### config.mk
export PLATFORM = sky130hd
export DESIGN_NAME = h_assoc
export DESIGN_NICKNAME = d
export VERILOG_FILES = /design/src/rtl/cfg_pkg.sv /design/src/rtl/h_pkg.sv /design/src/rtl/h_assoc_tbl.sv /design/src/rtl/h_assoc.sv
export SDC_FILE = /design/constraint.sdc
export NUM_CORES = 2
export LEC_CHECK = 0
export CORE_ASPECT_RATIO = 1.25
export CORE_MARGIN = 3
export CORE_UTILIZATION = 57
export DETAILED_ROUTE_END_ITERATION = 7
export PLACE_DENSITY_LB_ADDON = 0.1
export SLEW_MARGIN = 10
export SYNTH_ARGS = -nofsm -noshare
export SYNTH_HDL_FRONTEND = slang
export SYNTH_SLANG_ARGS = --single-unit
### constraint.sdc
create_clock -name clk -period 7.05 [get_ports clk]
set_clock_uncertainty 0.2 [all_clocks]
set_input_delay 1.41 -clock clk [delete_from_list [all_inputs] [get_ports clk]]
set_output_delay 1.41 -clock clk [all_outputs]
set_load 0.01 [all_outputs]
### src/rtl/cfg_pkg.sv
// cfg_pkg: default geometry of the hash table
package cfg_pkg;
  localparam int D_N_SETS = 16;
  localparam int D_N_WAYS = 4;
  localparam int D_K_W    = 32;
  localparam int D_V_W    = 32;
endpackage

### src/rtl/h_pkg.sv
// h_pkg: command and response encodings of the hash table
package h_pkg;
  typedef enum logic [2:0] {
    NOP    = 3'd0,
    INSERT = 3'd1,
    DELETE = 3'd2,
    QUERY  = 3'd3,
    CLEAR  = 3'd4
  } opcode_t;
  typedef enum logic [2:0] {
    OK    = 3'd0,
    HIT   = 3'd1,
    MISS  = 3'd2,
    FULL  = 3'd3,
    EVICT = 3'd4,
    BADOP = 3'd5
  } status_t;
endpackage

### src/rtl/h_assoc_tbl.sv
// h_assoc_tbl: per-set storage of valid/key/value and round-robin pointer
module h_assoc_tbl #(
  parameter int N_SETS = 16,
  parameter int N_WAYS = 4,
  parameter int K_W = 32,
  parameter int V_W = 32,
  localparam int S_W = $clog2(N_SETS),
  localparam int P_W = (N_WAYS > 1) ? $clog2(N_WAYS) : 1
) (
  input  logic              clk,
  input  logic              arst_n,
  input  logic [S_W-1:0]    rd_set,
  output logic [N_WAYS-1:0] rd_valid,
  output logic [K_W-1:0]    rd_key [N_WAYS],
  output logic [V_W-1:0]    rd_val [N_WAYS],
  output logic [P_W-1:0]    rd_ptr,
  input  logic              wr_en,
  input  logic [S_W-1:0]    wr_set,
  input  logic [P_W-1:0]    wr_way,
  input  logic              wr_valid,
  input  logic [K_W-1:0]    wr_key,
  input  logic [V_W-1:0]    wr_val,
  input  logic              ptr_adv,
  input  logic              clr_en,
  input  logic [S_W-1:0]    clr_set
);
  logic [N_WAYS-1:0] valid [N_SETS];
  logic [P_W-1:0]    ptr   [N_SETS];
  logic [K_W-1:0]    keys  [N_SETS][N_WAYS];
  logic [V_W-1:0]    vals  [N_SETS][N_WAYS];
  // control state: valid bits and eviction pointers, cleared by reset or one set at a time
  always_ff @(posedge clk or negedge arst_n)
    if (!arst_n) begin
      for (int i = 0; i < N_SETS; i++) begin
        valid[i] <= '0;
        ptr[i]   <= '0;
      end
    end else if (clr_en) begin
      valid[clr_set] <= '0;
      ptr[clr_set]   <= '0;
    end else begin
      if (wr_en) valid[wr_set][wr_way] <= wr_valid;
      if (ptr_adv) ptr[wr_set] <= (ptr[wr_set] == P_W'(N_WAYS - 1)) ? '0 : ptr[wr_set] + 1'b1;
    end
  // payload storage is never reset; a delete only drops the valid bit
  always_ff @(posedge clk)
    if (wr_en && wr_valid) begin
      keys[wr_set][wr_way] <= wr_key;
      vals[wr_set][wr_way] <= wr_val;
    end
  // combinational read of one whole set
  always_comb begin
    rd_valid = valid[rd_set];
    rd_ptr   = ptr[rd_set];
    for (int w = 0; w < N_WAYS; w++) begin
      rd_key[w] = keys[rd_set][w];
      rd_val[w] = vals[rd_set][w];
    end
  end
endmodule

### src/rtl/h_assoc.sv
// h_assoc: set-associative key/value table with external hash
module h_assoc
  import h_pkg::*;
#(
  parameter int N_SETS = cfg_pkg::D_N_SETS,
  parameter int N_WAYS = cfg_pkg::D_N_WAYS,
  parameter int K_W = cfg_pkg::D_K_W,
  parameter int V_W = cfg_pkg::D_V_W,
  parameter int EVICT_EN = 0,
  localparam int S_W = $clog2(N_SETS),
  localparam int P_W = (N_WAYS > 1) ? $clog2(N_WAYS) : 1
) (
  input  logic           clk,
  input  logic           arst_n,
  input  logic           cmd_vld,
  output logic           cmd_rdy,
  input  opcode_t        cmd_opcode,
  input  logic [K_W-1:0] cmd_k,
  input  logic [V_W-1:0] cmd_v,
  output logic           rsp_vld,
  output status_t        rsp_status,
  output logic [V_W-1:0] rsp_v,
  output logic [K_W-1:0] hash_k,
  input  logic [S_W-1:0] hash_h
);
  typedef enum logic [1:0] {IDLE, LOOKUP, RESP, CLR} state_t;
  state_t            state;
  opcode_t           r_op;
  logic [K_W-1:0]    r_key;
  logic [V_W-1:0]    r_val;
  logic [S_W-1:0]    r_set;
  logic [S_W-1:0]    cnt;
  logic [N_WAYS-1:0] rd_valid;
  logic [K_W-1:0]    rd_key [N_WAYS];
  logic [V_W-1:0]    rd_val [N_WAYS];
  logic [P_W-1:0]    rd_ptr;
  logic [N_WAYS-1:0] hit_vec;
  logic [P_W-1:0]    hw;
  logic [P_W-1:0]    iw;
  logic              any_hit;
  logic              full;
  logic              wr_en;
  logic              wr_valid;
  logic              ptr_adv;
  logic [P_W-1:0]    wr_way;
  status_t           n_st;
  logic [V_W-1:0]    n_v;
  logic              acc;
  assign hash_k  = cmd_k;
  assign cmd_rdy = (state == IDLE) || (state == RESP);
  assign rsp_vld = (state == RESP);
  assign acc     = cmd_vld && cmd_rdy;
  // parallel compare; descending scan leaves the lowest matching / free way
  always_comb begin
    hw = '0;
    iw = '0;
    for (int w = N_WAYS - 1; w >= 0; w--) begin
      hit_vec[w] = rd_valid[w] && (rd_key[w] == r_key);
      if (hit_vec[w]) hw = P_W'(w);
      if (!rd_valid[w]) iw = P_W'(w);
    end
    any_hit = |hit_vec;
    full    = &rd_valid;
  end
  // per-opcode outcome: table write, pointer advance and response
  always_comb begin
    wr_en    = 1'b0;
    wr_valid = 1'b1;
    ptr_adv  = 1'b0;
    wr_way   = hw;
    n_st     = BADOP;
    n_v      = '0;
    if (r_op == QUERY) begin
      n_st = any_hit ? HIT : MISS;
      n_v  = any_hit ? rd_val[hw] : '0;
    end else if (r_op == DELETE) begin
      n_st     = any_hit ? HIT : MISS;
      n_v      = any_hit ? rd_val[hw] : '0;
      wr_en    = any_hit;
      wr_valid = 1'b0;
    end else if (r_op == INSERT) begin
      if (any_hit) begin
        wr_en = 1'b1;
        n_st  = HIT;
        n_v   = rd_val[hw];
      end else if (!full) begin
        wr_en  = 1'b1;
        wr_way = iw;
        n_st   = OK;
      end else if (EVICT_EN != 0) begin
        wr_en   = 1'b1;
        wr_way  = rd_ptr;
        ptr_adv = 1'b1;
        n_st    = EVICT;
        n_v     = rd_val[rd_ptr];
      end else n_st = FULL;
    end
  end
  // FSM with registered response; status/value only change on entering RESP
  always_ff @(posedge clk or negedge arst_n)
    if (!arst_n) begin
      state      <= IDLE;
      cnt        <= '0;
      rsp_status <= OK;
      rsp_v      <= '0;
    end else if (state == LOOKUP) begin
      state      <= RESP;
      rsp_status <= n_st;
      rsp_v      <= n_v;
    end else if (state == CLR) begin
      cnt <= cnt + 1'b1;
      if (cnt == S_W'(N_SETS - 1)) begin
        state      <= RESP;
        rsp_status <= OK;
        rsp_v      <= '0;
      end
    end else if (acc) state <= (cmd_opcode == NOP) ? IDLE : (cmd_opcode == CLEAR) ? CLR : LOOKUP;
    else state <= IDLE;
  // command capture at acceptance
  always_ff @(posedge clk)
    if (acc) begin
      r_op  <= cmd_opcode;
      r_key <= cmd_k;
      r_val <= cmd_v;
      r_set <= hash_h;
    end
  h_assoc_tbl #(.N_SETS(N_SETS), .N_WAYS(N_WAYS), .K_W(K_W), .V_W(V_W)) u_tbl (
    .clk      (clk),
    .arst_n   (arst_n),
    .rd_set   (r_set),
    .rd_valid (rd_valid),
    .rd_key   (rd_key),
    .rd_val   (rd_val),
    .rd_ptr   (rd_ptr),
    .wr_en    (wr_en && (state == LOOKUP)),
    .wr_set   (r_set),
    .wr_way   (wr_way),
    .wr_valid (wr_valid),
    .wr_key   (r_key),
    .wr_val   (r_val),
    .ptr_adv  (ptr_adv && (state == LOOKUP)),
    .clr_en   (state == CLR),
    .clr_set  (cnt)
  );
endmodule

Word level (Yosys, flattened, before mapping)
Memory sizes are Yosys's and may differ from the RTL's. A register that Yosys moved wholly into a read port is not among the register bits.
Cells that the tools add are included.
- eq/ne operators: 13
- multiplexer cells: 63
- bitwise logic cells: 7
- add/sub/neg operators: 1
- reductions and logical operators: 21
- $lt $le $gt $ge: 9
- operators by type and width (kind ; number):
    2-to-1 mux 32 bit ; 10
    == test 32 bit ; 4
    2-to-1 mux 128 bit ; 1
    2-to-1 mux 64 bit ; 2
    bitwise AND 64 bit ; 1
    binary-select mux 32 bit (select 2 bit) ; 1
    bitwise mux 64 bit ; 1
    demux 32 bit (select 2 bit) ; 1
    inverter 64 bit ; 1
    2-to-1 mux 2 bit ; 22
    demux 4 bit (select 4 bit) ; 2
    2-to-1 mux 4 bit ; 6
    2-to-1 mux 3 bit ; 6
    binary-select mux 4 bit (select 4 bit) ; 1
    logical AND 1 bit ; 11
    >= comparator 5 bit, second input constant ; 2
    less-than comparator 5 x 1 -> 1 bit, second input constant ; 2
    inverter 4 -> 5 bit ; 2
    2-to-1 mux 1 bit ; 9
    == test 3 x 2 -> 1 bit, second input constant ; 2
    >= comparator 3 bit, second input constant ; 2
    inverter 2 -> 3 bit ; 2
    nonzero test 2 bit ; 3
    adder 4 x 1 -> 4 bit, second input constant ; 1
    17 further kinds ; 19
- output and inout port bits: 69
- memories kept: 2
- bits of input ports: 74
- memory bits (writable): 4096
- flip-flop bits (word level): 176
- memories (memory ; words ; width ; read ports ; clocked after memory_dff ; write ports ; RTL line ; text):
    u_tbl.keys ; 16 ; 128 ; 1 ; 1 ; 1 ; h_assoc_tbl.sv:29 ; logic [K_W-1:0] keys [N_SETS][N_WAYS];
    u_tbl.vals ; 16 ; 128 ; 1 ; 1 ; 1 ; h_assoc_tbl.sv:30 ; logic [V_W-1:0] vals [N_SETS][N_WAYS];

Logic depth before layout (Yosys ltp)
- depth in word-level cells: 23
- gate-level depth with buffers: 23
- gate-level depth less buffers: 12

By module
From an unflattened synthesis, not the netlist that was laid out.
- cells, all modules: 6995
- area, all modules: 166382.1 um^2
- modules (own cells, without submodules) (module ; cells an instance ; times used ; area an instance (um^2)):
    h_assoc_tbl ; 6372 ; 1 ; 159400.4
    h_assoc ; 623 ; 1 ; 6981.7

Worst setup path after synthesis
No wires, ideal clock.
- path type: flip-flop to flip-flop
- start: reg r_key[11]
- end: mem u_tbl.keys[10][100] in the netlist's numbering, enable pin
- data required time: 6.363 ns
- arrival: 6.975 ns
- setup slack: -0.613 ns
- stages on the path, launching flop included: 14
- period minus slack after synthesis: 7.663 ns
- path through: edfxtp_1 > clkbuf_1 > inv_1 > xnor2_1 > or4_1 > or4_4 > or4_4 > nand4_4 > nand3b_4 > a21oi_4 > or3_1 > buf_2 > buf_6 > nor2_1
- word-level cells in the longest chain between the ends: 17
- elaborated cells between the ends (all ways): 32
- ends and longest elaborated chain (what ; RTL line ; text):
    from (decl) ; h_assoc.sv:29 ; logic [K_W-1:0] r_key;
    from (signal assigned) ; h_assoc.sv:123 ; r_key <= cmd_k;
    == test 32 bit ; h_assoc.sv:58 ; hit_vec[w] = rd_valid[w] && (rd_key[w] == r_key);
    logical AND 1 bit ; h_assoc.sv:58 ;
    2-to-1 mux 2 bit (4 in series) ; h_assoc.sv:59 ; if (hit_vec[w]) hw = P_W'(w);
    2-to-1 mux 2 bit ; h_assoc.sv:86 ; end else if (!full) begin
    2-to-1 mux 2 bit ; h_assoc.sv:82 ; if (any_hit) begin
    2-to-1 mux 2 bit ; h_assoc.sv:81 ; end else if (r_op == INSERT) begin
    2-to-1 mux 2 bit ; h_assoc.sv:76 ; end else if (r_op == DELETE) begin
    2-to-1 mux 2 bit ; h_assoc.sv:73 ; if (r_op == QUERY) begin
    inverter 2 -> 3 bit (implied by the code) ; h_assoc_tbl.sv:48 ; keys[wr_set][wr_way] <= wr_key;
    >= comparator 3 bit (implied by the code) or less-than comparator 3 x 1 -> 1 bit (tied branches) ; h_assoc_tbl.sv:48 ;
    logical AND 1 bit (implied by the code) ; h_assoc_tbl.sv:48 ;
    2-to-1 mux 32 bit (implied by the code) ; h_assoc_tbl.sv:48 ;
    demux 32 bit (select 2 bit) ; h_assoc_tbl.sv:48 ;
    2-to-1 mux 128 bit (implied by the code) (*) ; h_assoc_tbl.sv:48 ;
    to (decl) ; h_assoc_tbl.sv:29 ;
Mark *: on every way between the ends. The rest lies on a longest branch, timed or not.

==> impl_metrics.env <==
export IMPL_gp_congestion=0.968
export IMPL_synthFlopType="edfxtp_1"
export IMPL_dieHeight_um=613
export IMPL_nNetsFinal=8764
export IMPL_arrival_ps=7210
export IMPL_vias_per_cell=6.83
export IMPL_grt_pass1_wl_mm=707
export IMPL_critPathTopFamily="simple AND/OR/NAND/NOR gates"
export IMPL_hold_depth=2
export IMPL_crit_chain="buf_12 -> buf_4 -> buf_4 -> mux4_2 -> a22o_1 -> a221oi_2 -> xnor2_1 -> or4_1 -> nor4_1 -> nand4_1 -> buf_4 -> nand4_4 -> nand3b_4 -> a21o_1 -> nand2_2 -> nor2_4 -> buf_12"
export IMPL_maxCapViolations=0
export IMPL_setup_worst_path_class="register to register"
export IMPL_multi_input_area_mm2=0.0381
export IMPL_yosys_area_top_type_share_pct=74.5
export IMPL_tightest_slew_ps=1350
export IMPL_cp_buffers_inverters=5
export IMPL_cp_common_cell="buf_4"
export IMPL_cts_resized=0
export IMPL_ys_seq_area_share_pct=76.1
export IMPL_synthesis_area_mm2=0.168
export IMPL_clock_latency_ps=940
export IMPL_ios=143
export IMPL_outcome="completed"
export IMPL_period_minus_slack_ps=6830
export IMPL_final_setup_viol_count=0
export IMPL_cts_inserted_buffers=411
export IMPL_synth_nets=7974
export IMPL_r2r_end="u_tbl.vals[4][35]$_DFFE_PP_"
export IMPL_crit_end="u_tbl.vals[4][35]$_DFFE_PP_"
export IMPL_num_rows=222
export IMPL_area_delta_synth_final_pct=16.1
export IMPL_synth_top_area_cell="edfxtp_1"
export IMPL_peakVddDrop_v=0.000325
export IMPL_fin_crit_sh_pct=96.8
export IMPL_antenna_left=0
export IMPL_drive_above_1_share_pct=28.0
export IMPL_seq_area_mm2=0.128
export IMPL_postSynthCellCount=7896
export IMPL_synth_area_per_cell_um2=21.3
export IMPL_finalHoldViolCount=0
export IMPL_htreeDepth=5
export IMPL_holdWs_ps=280
export IMPL_coreArea_mm2=0.293
export IMPL_worst_setup_path_end_kind="register"
export IMPL_wl_per_cell_um=39.1
export IMPL_final_cell_area_mm2=0.195
export IMPL_slowest_delay_ps=970
export IMPL_synth_seq_cells=4276
export IMPL_slew_headroom_pct=10.0
export IMPL_vias=88500
export IMPL_die_area_mm2=0.301
export IMPL_clockRootBuffer="clkbuf_16"
export IMPL_route_detailed_drc=0
export IMPL_holdBufCountCts=0
export IMPL_layout_commonest_cell="edfxtp_1"
export IMPL_required_ps=7430
export IMPL_die_x_um=492
export IMPL_dp_final_hpwl_mm=321
export IMPL_p_per_area_mw_per_mm2=336
export IMPL_synth_async_reset_ratio_pct=2.46
export IMPL_reg2reg_setup_slack_ps=220
export IMPL_cp_depth=17
export IMPL_startpoint_type="register"
export IMPL_placed_cell_area_mm2=0.181
export IMPL_grt_pass1_vias=88400
export IMPL_min_path_type="register to register"
export IMPL_ys_warn_count=0
export IMPL_grt_max_degree=113
export IMPL_drt_iter0_drc=12500
export IMPL_clk_pin_slew_ps=60
export IMPL_final_cell_mix="edfxtp_1 (4167), mux4_2 (997), buf_4 (428)"
export IMPL_routed_wl_mm=507
export IMPL_synthTopCellsByArea="edfxtp_1 (74%), mux4_2 (13%), mux2i_1 (2.4%)"
export IMPL_antenna_found_initial=25
export IMPL_initial_core_util_pct=57.4
export IMPL_overflow=0
export IMPL_leakagePower_nw=62.9
export IMPL_slew_violations=0
export IMPL_tritoncts="yes"
export IMPL_fmax_mhz=146
export IMPL_clkSinkCount=4276
export IMPL_clock_path_buffers=4
export IMPL_critical_path_max_fanout=22
export IMPL_fill_cells=18900
export IMPL_grt_usage_pct=33.9
export IMPL_synth_edf_count=4167
export IMPL_ys_types=98
export IMPL_total_power_mw=65.6
export IMPL_post_cts_repair_setup_buffers=0
export IMPL_crit_slowest_cell="nor2_4"
export IMPL_drt_first_pass_iters=8
export IMPL_r2r_cells=17
export IMPL_rsz0062_at_grt="no"
export IMPL_portBuffers=142
## synthesized netlist by cell type, types with 32 or more instances
cell type  instances
o21ai_0           80
nor3_1            36
buf_6             40
mux2_2            82
nor2_1           160
mux2i_1          410
nand2b_1          32
a21oi_1           40
nor4_1            36
o21ai_1           68
dfrtp_1          105
o311ai_1          41
mux4_2           997
buf_1             41
o22ai_1           41
nand2_1          317
clkbuf_1         202
xnor2_1          127
and3_1            50
a22oi_1           81
buf_4             88
a31oi_1           48
edfxtp_1        4167
a221oi_1          48
nand3_1           56
buf_2            110
## worst min path at each step
| stage | startpoint | end | slack, ps |
|---|---|---|---|
| after floorplan | u_tbl.valid[19]$_DFFE_PN0P_ | u_tbl.valid[19]$_DFFE_PN0P_ | 290 |
| after detailed placement | rsp_status[0]$_DFFE_PN0P_ | rsp_status[0]$_DFFE_PN0P_ | 270 |
| after global placement | rsp_status[0]$_DFFE_PN0P_ | rsp_status[0]$_DFFE_PN0P_ | 270 |
| final | rsp_status[0]$_DFFE_PN0P_ | rsp_status[0]$_DFFE_PN0P_ | 280 |
| after CTS | rsp_status[0]$_DFFE_PN0P_ | rsp_status[0]$_DFFE_PN0P_ | 280 |
| after global routing | rsp_status[2]$_DFFE_PN0P_ | rsp_status[2]$_DFFE_PN0P_ | 310 |
## power by group
| group | total (mW) | leakage (nW) | switching (mW) | internal (mW) |
|---|---|---|---|---|
| Clock | 22.6 | 6.68 | 9.47 | 13.1 |
| Sequential | 29.3 | 38.9 | 0.383 | 29.0 |
| Combinational | 13.7 | 17.4 | 8.46 | 5.23 |
## cells by family (layout without fill, tap and decap cells)
| family | count (synthesis) | in the layout | synth area share (%) |
|---|---|---|---|
| other | 0 | 11 | 0 |
| xor gates and xnor gates | 158 | 158 | 0.823 |
| buffers and inverters | 510 | 1641 | 1.61 |
| and+or+nand+nor | 832 | 832 | 2.42 |
| AOI/OAI and AO/OA | 617 | 617 | 2.63 |
| DFF | 4276 | 4276 | 76.1 |
| muxes | 1499 | 1499 | 16.4 |
| adders and majority gates | 4 | 4 | 0.0298 |
## tightest hold or removal path, stage by stage (launching register included)
cell and delay [ps]:
dfrtp_1 340, nand2_1 40, o21ai_0 60
## final cells by class
cell class	instances	area share, %
antenna	11	0.0141
clock buffer	506	5.60
clock inverter	248	1.43
inverter	27	0.0622
multi-input combinational	3110	19.5
sequential	4276	65.5
tap	3920	2.51
timing repair buffer	860	5.35
## registers in the layout, summed over array words and instances (netlist names), named ones only
register,cells
u_tbl.vals,2048
u_tbl.valid,64
r_op,3
r_set,4
state,2
r_key,32
r_val,32
rsp_v,32
u_tbl.keys,2048
cnt,4
rsp_status,3
## metrics by stage
stage / std cells / setup TNS, ps / worst slack, ps / utilization [%]
5_1_grt: 13000 / 0 / 140 / 66.6
3_5_place_dp: 12200 / 0 / 225 / 61.9
2_1_floorplan: 7896 / -1576460 / -613 / -
3_3_place_gp: 12200 / 0 / 265 / 61.9
4_1_cts: 12900 / 0 / 204 / 66.6
6_report: 13000 / 0 / 223 / 66.6
## routing by layer
layer / part of all wire [%] / global-route usage (%) / up-vias
li1: - / - / 34700
met1: 36 / 45.5 / 47400
met2: 49 / 54.7 / 5365
met3: 9.1 / 6.00 / 1027
met4: 5.5 / 15.9 / 10
met5: 0.012 / 0 / -
Power figures use the tool's default switching activity.
